File: src/rtl/sequenciador_porta.sv
// Door sequencer: drives the LED-bar animation stage's door command and uses its
// fully-open/fully-closed indicators to step through open, dwell, close and fault states.
module sequenciador_porta #(
   parameter int DWELL_CICLOS   = 8,
   parameter int TIMEOUT_CICLOS = 12,
   parameter int CW             = 4
) (
   input  logic       clock_in,
   input  logic       reset_n,
   input  logic       chegou,
   input  logic       botao_abrir,
   input  logic       obstaculo,
   input  logic       port_a,
   input  logic       port_f,
   output logic       control_port,
   output logic       liberado,
   output logic       falha,
   output logic [2:0] estado
);

   typedef enum logic [2:0] {
      FECHADA  = 3'd0,
      ABRINDO  = 3'd1,
      ABERTA   = 3'd2,
      FECHANDO = 3'd3,
      FALHA    = 3'd4
   } estado_t;

   localparam logic [CW-1:0] DWELL_C  = CW'(DWELL_CICLOS);
   localparam logic [CW-1:0] TMO_LAST = CW'(TIMEOUT_CICLOS - 1);
   localparam logic [CW-1:0] CNT_MAX  = {CW{1'b1}};
   localparam logic [CW-1:0] CNT_ZERO = {CW{1'b0}};
   localparam logic [CW-1:0] CNT_ONE  = {{(CW-1){1'b0}}, 1'b1};

   estado_t       state_q, state_d;
   logic [CW-1:0] dwell_q, dwell_d;
   logic [CW-1:0] tmo_q, tmo_d;
   logic          control_q, control_d;
   logic          falha_q, falha_d;

   function automatic logic [CW-1:0] sat_inc(input logic [CW-1:0] v);
      if (v == CNT_MAX) sat_inc = v;
      else              sat_inc = v + CNT_ONE;
   endfunction

   function automatic logic [CW-1:0] sat_dec(input logic [CW-1:0] v);
      if (v == CNT_ZERO) sat_dec = v;
      else               sat_dec = v - CNT_ONE;
   endfunction

   // Next-state, counter and registered-output decode
   always_comb begin
      state_d = state_q;
      dwell_d = dwell_q;
      tmo_d   = tmo_q;
      case (state_q)
         FECHADA: begin
            if (chegou || botao_abrir) begin
               state_d = ABRINDO;
               tmo_d   = CNT_ZERO;
            end else begin
               state_d = FECHADA;
            end
         end
         ABRINDO: begin
            tmo_d = sat_inc(tmo_q);
            if (port_a && port_f) begin
               state_d = FALHA;
            end else if (port_a) begin
               state_d = ABERTA;
               dwell_d = DWELL_C;
            end else if (tmo_q == TMO_LAST) begin
               state_d = FALHA;
            end else begin
               state_d = ABRINDO;
            end
         end
         ABERTA: begin
            if (botao_abrir || obstaculo) begin
               dwell_d = DWELL_C;
            end else if (dwell_q == CNT_ZERO) begin
               state_d = FECHANDO;
               tmo_d   = CNT_ZERO;
            end else begin
               dwell_d = sat_dec(dwell_q);
            end
         end
         FECHANDO: begin
            tmo_d = sat_inc(tmo_q);
            // Inconsistent feedback is a fault even if a reopen is requested
            if (port_a && port_f) begin
               state_d = FALHA;
            end else if (obstaculo || botao_abrir) begin
               state_d = ABRINDO;
               tmo_d   = CNT_ZERO;
            end else if (port_f) begin
               state_d = FECHADA;
            end else if (tmo_q == TMO_LAST) begin
               state_d = FALHA;
            end else begin
               state_d = FECHANDO;
            end
         end
         FALHA: begin
            state_d = FALHA;
         end
         default: begin
            state_d = FECHADA;
         end
      endcase
      control_d = (state_d == FECHADA) || (state_d == FECHANDO);
      falha_d   = (state_d == FALHA);
   end

   // State, counters and output registers
   always_ff @(posedge clock_in or negedge reset_n) begin
      if (!reset_n) begin
         state_q   <= FECHADA;
         dwell_q   <= CNT_ZERO;
         tmo_q     <= CNT_ZERO;
         control_q <= 1'b1;
         falha_q   <= 1'b0;
      end else begin
         state_q   <= state_d;
         dwell_q   <= dwell_d;
         tmo_q     <= tmo_d;
         control_q <= control_d;
         falha_q   <= falha_d;
      end
   end

   assign control_port = control_q;
   assign falha        = falha_q;
   assign estado       = state_q;
   assign liberado     = (state_q == FECHADA) && port_f;

endmodule

File: config.mk
export PLATFORM = sky130hd
export DESIGN_NAME = sequenciador_porta
export DESIGN_NICKNAME = d
export VERILOG_FILES = /design/src/rtl/sequenciador_porta.sv
export SDC_FILE = /design/constraint.sdc
export NUM_CORES = 1
export LEC_CHECK = 0
export BUFFER_PORTS_ARGS = -buffer_cell sky130_fd_sc_hd__buf_4
export CAP_MARGIN = 10
export CORE_MARGIN = 5
export CORE_UTILIZATION = 52
export DETAILED_ROUTE_END_ITERATION = 8
export GPL_TIMING_DRIVEN = 0
export PLACE_DENSITY = 0.79
export SETUP_SLACK_MARGIN = 0.15
export SYNTH_ARGS = -nofsm -noshare
export SYNTH_HDL_FRONTEND = slang
export SYNTH_SLANG_ARGS = --single-unit
export TNS_END_PERCENT = 1
File: constraint.sdc
create_clock -name clock_in -period 2.2 [get_ports clock_in]
set_input_delay 0.11 -clock clock_in [delete_from_list [all_inputs] [get_ports clock_in]]
set_output_delay 0.11 -clock clock_in [all_outputs]
set_load 0.01 [all_outputs]
==> impl_results.md, run 1 <==
* Outcome: finished clean
* ANT nets after route at 0
* Multi-input gate area at 507 µm²
* Clock transition at path regs at 0.08 ns
* CP required at 2.37 ns
* Top post-synthesis cells by area: dfrtp_1 34%, ha_1 4.3%, inv_1 3.4%
* Core Box Area at 1560 µm²
* DRT iter0 DRCs at 9
* Ant diodes at 0
* Number of synthesized register bits at 13
* Ys flop type: dfrtp_1
* CTS tree: yes
* Port bufs at 12
* Rows at 14
* Fin util at 0.671
* Post-Layout Cell Count at 122
* Chip width at 51.1 µm
* Via Count at 726
* Mapped Nets at 97
* FF+latch area at 327 µm²
* Pwr/cell area at 1170 nW/µm²
* Synth cell types at 42
* Worst setup margin at 0.257 ns
* Pins Over Slew Limit at 0
* H-Tree Depth at 1
* Worst Path Buf+Inv at 0
* Number of detailed-route iterations in the first pass at 4
* Synth Area per Inst at 10.1 µm²
* Boundary pin count at 13
* Synth area leader: dfrtp_1
* Residual DRC at 0
* Final setup TNS at 0 ns
* Vias in the first global route at 722
* Tmin final at 1.94 ns
* Pleak at 0.464 nW
* Final Hold Fails at 0
* Antenna violations before repair at 0
* Final Setup Violations at 0
* CP top delay family: compound AO/OA/AOI/OAI gates
* Worst Max-Slew Pin Slew at 0.467 ns
* FILL cells at 147
* R2R setup slack at 0.26 ns
* Setup Crit Path Kind: register to register
* CP arrival at 2.11 ns
* Clock Sinks at 13
* Worst r2r dst: dwell_q[1]$_DFFE_PN0P_
* Commonest cells post-synth: 12 x dfrtp_1, 8 x inv_1, 7 x nor2_1
* Post-synthesis sequential area ratio at 0.371
* Critical path startpoint category: register
* RSZ-0062 raised after global routing: no
* Top-area cell type share of the netlist area at 0.341
* Routed WL per cell at 14.9 µm
* Fin crit share at 0.883
* Layout area overhead at 18.9%
* First-pass GRT wire length at 3.29 mm
* FF-to-FF path depth at 6
* Largest net degree at the start of global routing at 14
* Yosys warns at 0
* Starting Density at 0.564
* Most common cell in the synthesized netlist: dfrtp_1
* Post-Synthesis Cells at 87
* CP Capture Type: register
* Dpl cells at 115
* CTS buffer count at 3
* Overall Global Routing Usage at 0.170
* Post-Syn Area at 880 µm²
* DR vias/cell at 5.95
* Rel. slew slack at 0.686
* Cell breakdown of the critical path: ha_1 -> and3b_2 -> o22ai_2 -> a221oi_4 -> nand2_4 -> mux2_4
* CP max-delay cell: dfrtp_1
* Placed wire-length estimate at 1.38 mm
* Die Ht at 51.1 µm
* Number of enable flip-flop cells after synthesis at 0
* Clk_lat worst skew at 0.28 ns
* Worst slack at placement at 0.165 ns
* Setup Skew at 0.00297 ns
* Final Wtd Congestion at 0.831
* Nets at 117
* Max Cap Viol at 0
* Die area at 2610 µm²
* Min-delay worst type: input port to asynchronous set/reset pin
* CP max FO at 6
* Global route overflow at 0
* Clk buf depth at 2
* Maximum VDD drop at 709 µV
* CTS root buffer: clkbuf_4
* Share of layout cells above drive strength 1 at 0.340
* Async SR Flop Fraction at 1.00
* R2R Path Start: tmo_q[0]$_DFFE_PN0P_
* Fmax at 515 MHz
* Drt total wl at 1.82 mm
* Max stage delay on crit path at 0.40 ns
==> layout by cell type, fill, tap and decap left out, types with 2 or more instances in the layout <==
cell	netlist	layout
o22ai_2	2	2
nor2_1	7	7
nand3b_1	2	2
inv_1	8	8
o21ai_0	3	3
nand3_1	5	5
nor3_1	2	2
ha_1	3	3
o21a_1	2	2
mux2_4	2	2
clkbuf_4	0	3
nand2_1	3	3
buf_4	0	14
a31oi_1	2	2
buf_2	2	2
nor3b_1	3	2
dfrtp_1	12	12
o2bb2ai_1	2	2
nor2_4	2	2
==> where the power goes <==
part	internal [mW]	switching (mW)	total, mW	leakage (nW)
sequential	0.325	0.0681	0.393	0.168
combinational	0.332	0.349	0.682	0.282
clock	0.0704	0.0800	0.150	0.0150
==> registers in the layout (all words and copies together), names as in the netlist <==
| name | flops |
|---|---|
| dwell_q | 4 |
| tmo_q | 4 |
| estado | 3 |
| control_port | 1 |
| falha | 1 |
==> logic make-up (layout without fill, tap and decap cells) <==
| group | Yosys count | in the layout | share of synthesized area |
|---|---|---|---|
| compound gates | 21 | 21 | 0.212 |
| xor+xnor | 1 | 1 | 0.00996 |
| fa+ha+maj | 3 | 3 | 0.0427 |
| buf+inv | 11 | 30 | 0.0583 |
| flops | 13 | 13 | 0.371 |
| mux | 3 | 3 | 0.0455 |
| simple gates | 35 | 35 | 0.260 |
==> layer usage <==
metal,wire length [µm],GRT usage,vias up
li1,-,-,355
met1,790,0.212,352
met2,909,0.275,14
met3,78,0.0407,5
met4,40,0.0807,0
met5,0,0,-
==> final cells by class <==
type                    count  share of cell area
plain buffers               3              0.0203
clock buffers               4              0.0251
inverters                   8              0.0287
multi-input cells          63               0.484
flip-flops and latches     13               0.312
well taps                  16              0.0191
repair buffers             15               0.110
==> worst reg2reg max path, delay by kind of cell, from the launching register on <==
kind | cells | cell delay [ns]
AO/OA/AOI/OAI | 2 | 0.49
AND/OR/NAND/NOR | 2 | 0.36
multiplexers | 1 | 0.31
flip-flops | 1 | 0.40
adder cells (fa/ha/maj) | 1 | 0.26
==> metrics by stage <==
stage	total power, mW	cell area [µm²]	hold slack [ns]
2_1_floorplan	0.852	880	-0.186
3_3_place_gp	1.01	990	-0.0396
3_5_place_dp	1.04	990	-0.0358
4_1_cts	1.19	1030	0.205
5_1_grt	1.33	1050	0.249
6_report	1.22	1050	0.230
==> worst max-delay path by stage <==
stage,from,end,cells past startpoint
final,tmo_q[0]$_DFFE_PN0P_,dwell_q[1]$_DFFE_PN0P_,6
after global routing,tmo_q[0]$_DFFE_PN0P_,dwell_q[1]$_DFFE_PN0P_,6
after CTS,tmo_q[0]$_DFFE_PN0P_,dwell_q[1]$_DFFE_PN0P_,6
after detailed placement,dwell_q[0]$_DFFE_PN0P_,tmo_q[0]$_DFFE_PN0P_,7
after global placement,dwell_q[0]$_DFFE_PN0P_,tmo_q[0]$_DFFE_PN0P_,7
after floorplan,tmo_q[0]$_DFFE_PN0P_,dwell_q[0]$_DFFE_PN0P_,6
==> what timing repair did <==
| item | 4_1_cts | 5_1_grt |
|---|---|---|
| buffers inserted | 0 | 2 |
| resized for setup | 1 | 0 |
| pin swaps | 0 | 1 |
| hold buffers | 1 | 0 |
| hold endpoints to repair | 13 | 0 |
| endpoints found under the setup margin | 1 | 1 |
(Power assumes the default switching activity.)
==> run 2: changes to the inputs <==
- ABC_AREA: not set -> 1
- clock period: 2.2 -> 1.9 ns (I/O delays scaled with it)
==> impl_results.md, run 2 <==
* Nets at 154
* Setup Crit Path Kind: register to register
* Most common cell after layout, fill and taps aside: nand2_1
* Async SR Flop Fraction at 1.00
* H-Tree Depth at 1
* Vias in the first global route at 799
* Maximum VDD drop at 849 µV
* Critical path startpoint category: register
* Post-Syn Area at 875 µm²
* Commonest cells post-synth: 30 x nand2_1, 20 x inv_1, 12 x dfrtp_1, 12 x nand3_1, 10 x nor2_1
* Synth Area per Inst at 6.94 µm²
* FILL cells at 127
* Post-Synthesis Cells at 126
* Post CTS Setup Buffer Count at 0
* Synth area leader: dfrtp_1
* Layout area overhead at 16.7%
* Routed WL per cell at 11.5 µm
* Outcome: finished clean
* Residual DRC at 0
* First-pass GRT wire length at 3.15 mm
* Rows at 14
* CP max-delay cell: dfrtp_1
* Via Count at 856
* CTS tree: yes
* Max stage delay on crit path at 0.43 ns
* Worst slack at placement at 0.453 ns
* Min-delay worst type: input port to register
* Final Wtd Congestion at 0.826
* Share of layout cells above drive strength 1 at 0.231
* Most Frequent Cell on Critical Path: nand2_1
* Setup Skew at 0.00662 ns
* CTS root buffer: clkbuf_4
* Worst Path Buf+Inv at 0
* Antenna violations before repair at 0
* Overall Global Routing Usage at 0.159
* Clock transition at path regs at 0.08 ns
* Core Box Area at 1560 µm²
* Ant diodes at 0
* Final Hold Fails at 0
* Chip width at 51.0 µm
* Max Cap Viol at 0
* Pwr/cell area at 1310 nW/µm²
* Pleak at 0.580 nW
* Number of detailed-route iterations in the first pass at 4
* FF+latch area at 327 µm²
* R2R setup slack at 0.45 ns
* Clk buf depth at 2
* Starting Density at 0.561
* Pins Over Slew Limit at 0
* Port bufs at 12
* Multi-input gate area at 450 µm²
* Global route overflow at 0
* CP arrival at 1.67 ns
* CP Capture Type: register
* Final setup TNS at 0 ns
* CP max FO at 4
* Boundary pin count at 13
* Mapped Nets at 136
* Resize count post-CTS at 0
* Worst setup margin at 0.449 ns
* Clock Sinks at 13
* Most frequent cells in the layout: 30 x nand2_1, 20 x inv_1, 12 x nand3_1, 12 x dfrtp_1, 12 x buf_4
* Top post-synthesis cells by area: dfrtp_1 34%, nand2_1 13%, inv_1 8.6%
* Die area at 2600 µm²
* Yosys warns at 0
* Ys flop type: dfrtp_1
* DRT iter0 DRCs at 23
* Fin crit share at 0.764
* CTS buffer count at 3
* CP top delay family: simple AND/OR/NAND/NOR gates
* Placed wire-length estimate at 1.39 mm
* Most common cell in the synthesized netlist: nand2_1
* Top-area cell type share of the netlist area at 0.343
* Largest net degree at the start of global routing at 14
* Die Ht at 51.0 µm
* Synth cell types at 24
* Rel. slew slack at 0.797
* Tmin final at 1.45 ns
* ANT nets after route at 0
* Fmax at 689 MHz
* RSZ-0062 raised after global routing: no
* Clk_lat worst skew at 0.28 ns
* Worst Max-Slew Pin Slew at 0.300 ns
* Number of enable flip-flop cells after synthesis at 0
* Final Total Pwr at 1.34 mW
* Final Setup Violations at 0
* Number of synthesized register bits at 13
* DR vias/cell at 5.38
* Drt total wl at 1.84 mm
* CP required at 2.12 ns
* Cell breakdown of the critical path: ha_1 -> nand3_2 -> nand2_1 -> nand3_1 -> nand2_1 -> nor2_1 -> nand3_1 -> nand2_1
* Post-synthesis sequential area ratio at 0.373
-- run 2: worst paths after layout --
check | from | depth (start not counted) | to
setup / recovery | tmo_q[0]$_DFFE_PN0P_ | 8 | control_port$_DFF_PN1_
hold / removal | obstaculo | 5 | dwell_q[3]$_DFFE_PN0P_
setup reg to reg | tmo_q[0]$_DFFE_PN0P_ | 8 | control_port$_DFF_PN1_
hold reg to reg | dwell_q[1]$_DFFE_PN0P_ | 2 | dwell_q[1]$_DFFE_PN0P_
max in group asynchronous | reset_n | 2 | control_port$_DFF_PN1_
min in group asynchronous | reset_n | 2 | falha$_DFF_PN0_
-- run 2: kinds of logic (layout without fill, tap and decap cells) --
kind of cell | Yosys count | count (layout) | synth area share
AOI/OAI and AO/OA | 15 | 15 | 0.0987
xor gates and xnor gates | 1 | 1 | 0.0100
adders and majority gates | 3 | 3 | 0.0429
buffers and inverters | 26 | 43 | 0.112
DFF | 13 | 13 | 0.373
and+or+nand+nor | 68 | 68 | 0.363
-- run 2: worst register-to-register path: stages, from the launching register on --
cell,delay (ns)
dfrtp_1,0.43
ha_1,0.27
nand3_2,0.12
nand2_1,0.09
nand3_1,0.09
nand2_1,0.05
nor2_1,0.16
nand3_1,0.12
nand2_1,0.07
-- run 2: report_power, final --
part | internal [mW] | total [mW] | switching [mW]
clock network | 0.0815 | 0.175 | 0.0932
logic | 0.272 | 0.689 | 0.417
registers | 0.381 | 0.477 | 0.0954
total | 0.735 | 1.34 | 0.606
-- run 2: cell type report --
class,instances,area share
clock buffer,4,0.0257
inverter,26,0.0956
multi-input combinational,87,0.441
sequential,13,0.320
tap,16,0.0196
timing repair buffer,13,0.0980
-- run 2: repair_timing --
action	4_1_cts	5_1_grt
hold buffers	1	0
endpoints found under the setup margin	0	0
endpoints found under the hold margin	13	0
-- run 2: stage by stage --
stage          hold WS, ns  std cells   util  cell area (µm²)
4_1_cts              0.190        159  0.655             1020
2_1_floorplan       -0.201        126      -              875
6_report             0.200        159  0.655             1020
3_5_place_dp       -0.0523        154  0.632              985
3_3_place_gp       -0.0542        154  0.632              985
5_1_grt              0.206        159  0.655             1020
-- run 2: metal layers --
layer / GRT usage / share of wire / vias to the layer above
li1: - / - / 437
met1: 0.189 / 0.44 / 385
met2: 0.281 / 0.50 / 30
met3: 0.0349 / 0.047 / 4
met4: 0.0538 / 0.016 / 0
met5: 0 / 0 / -
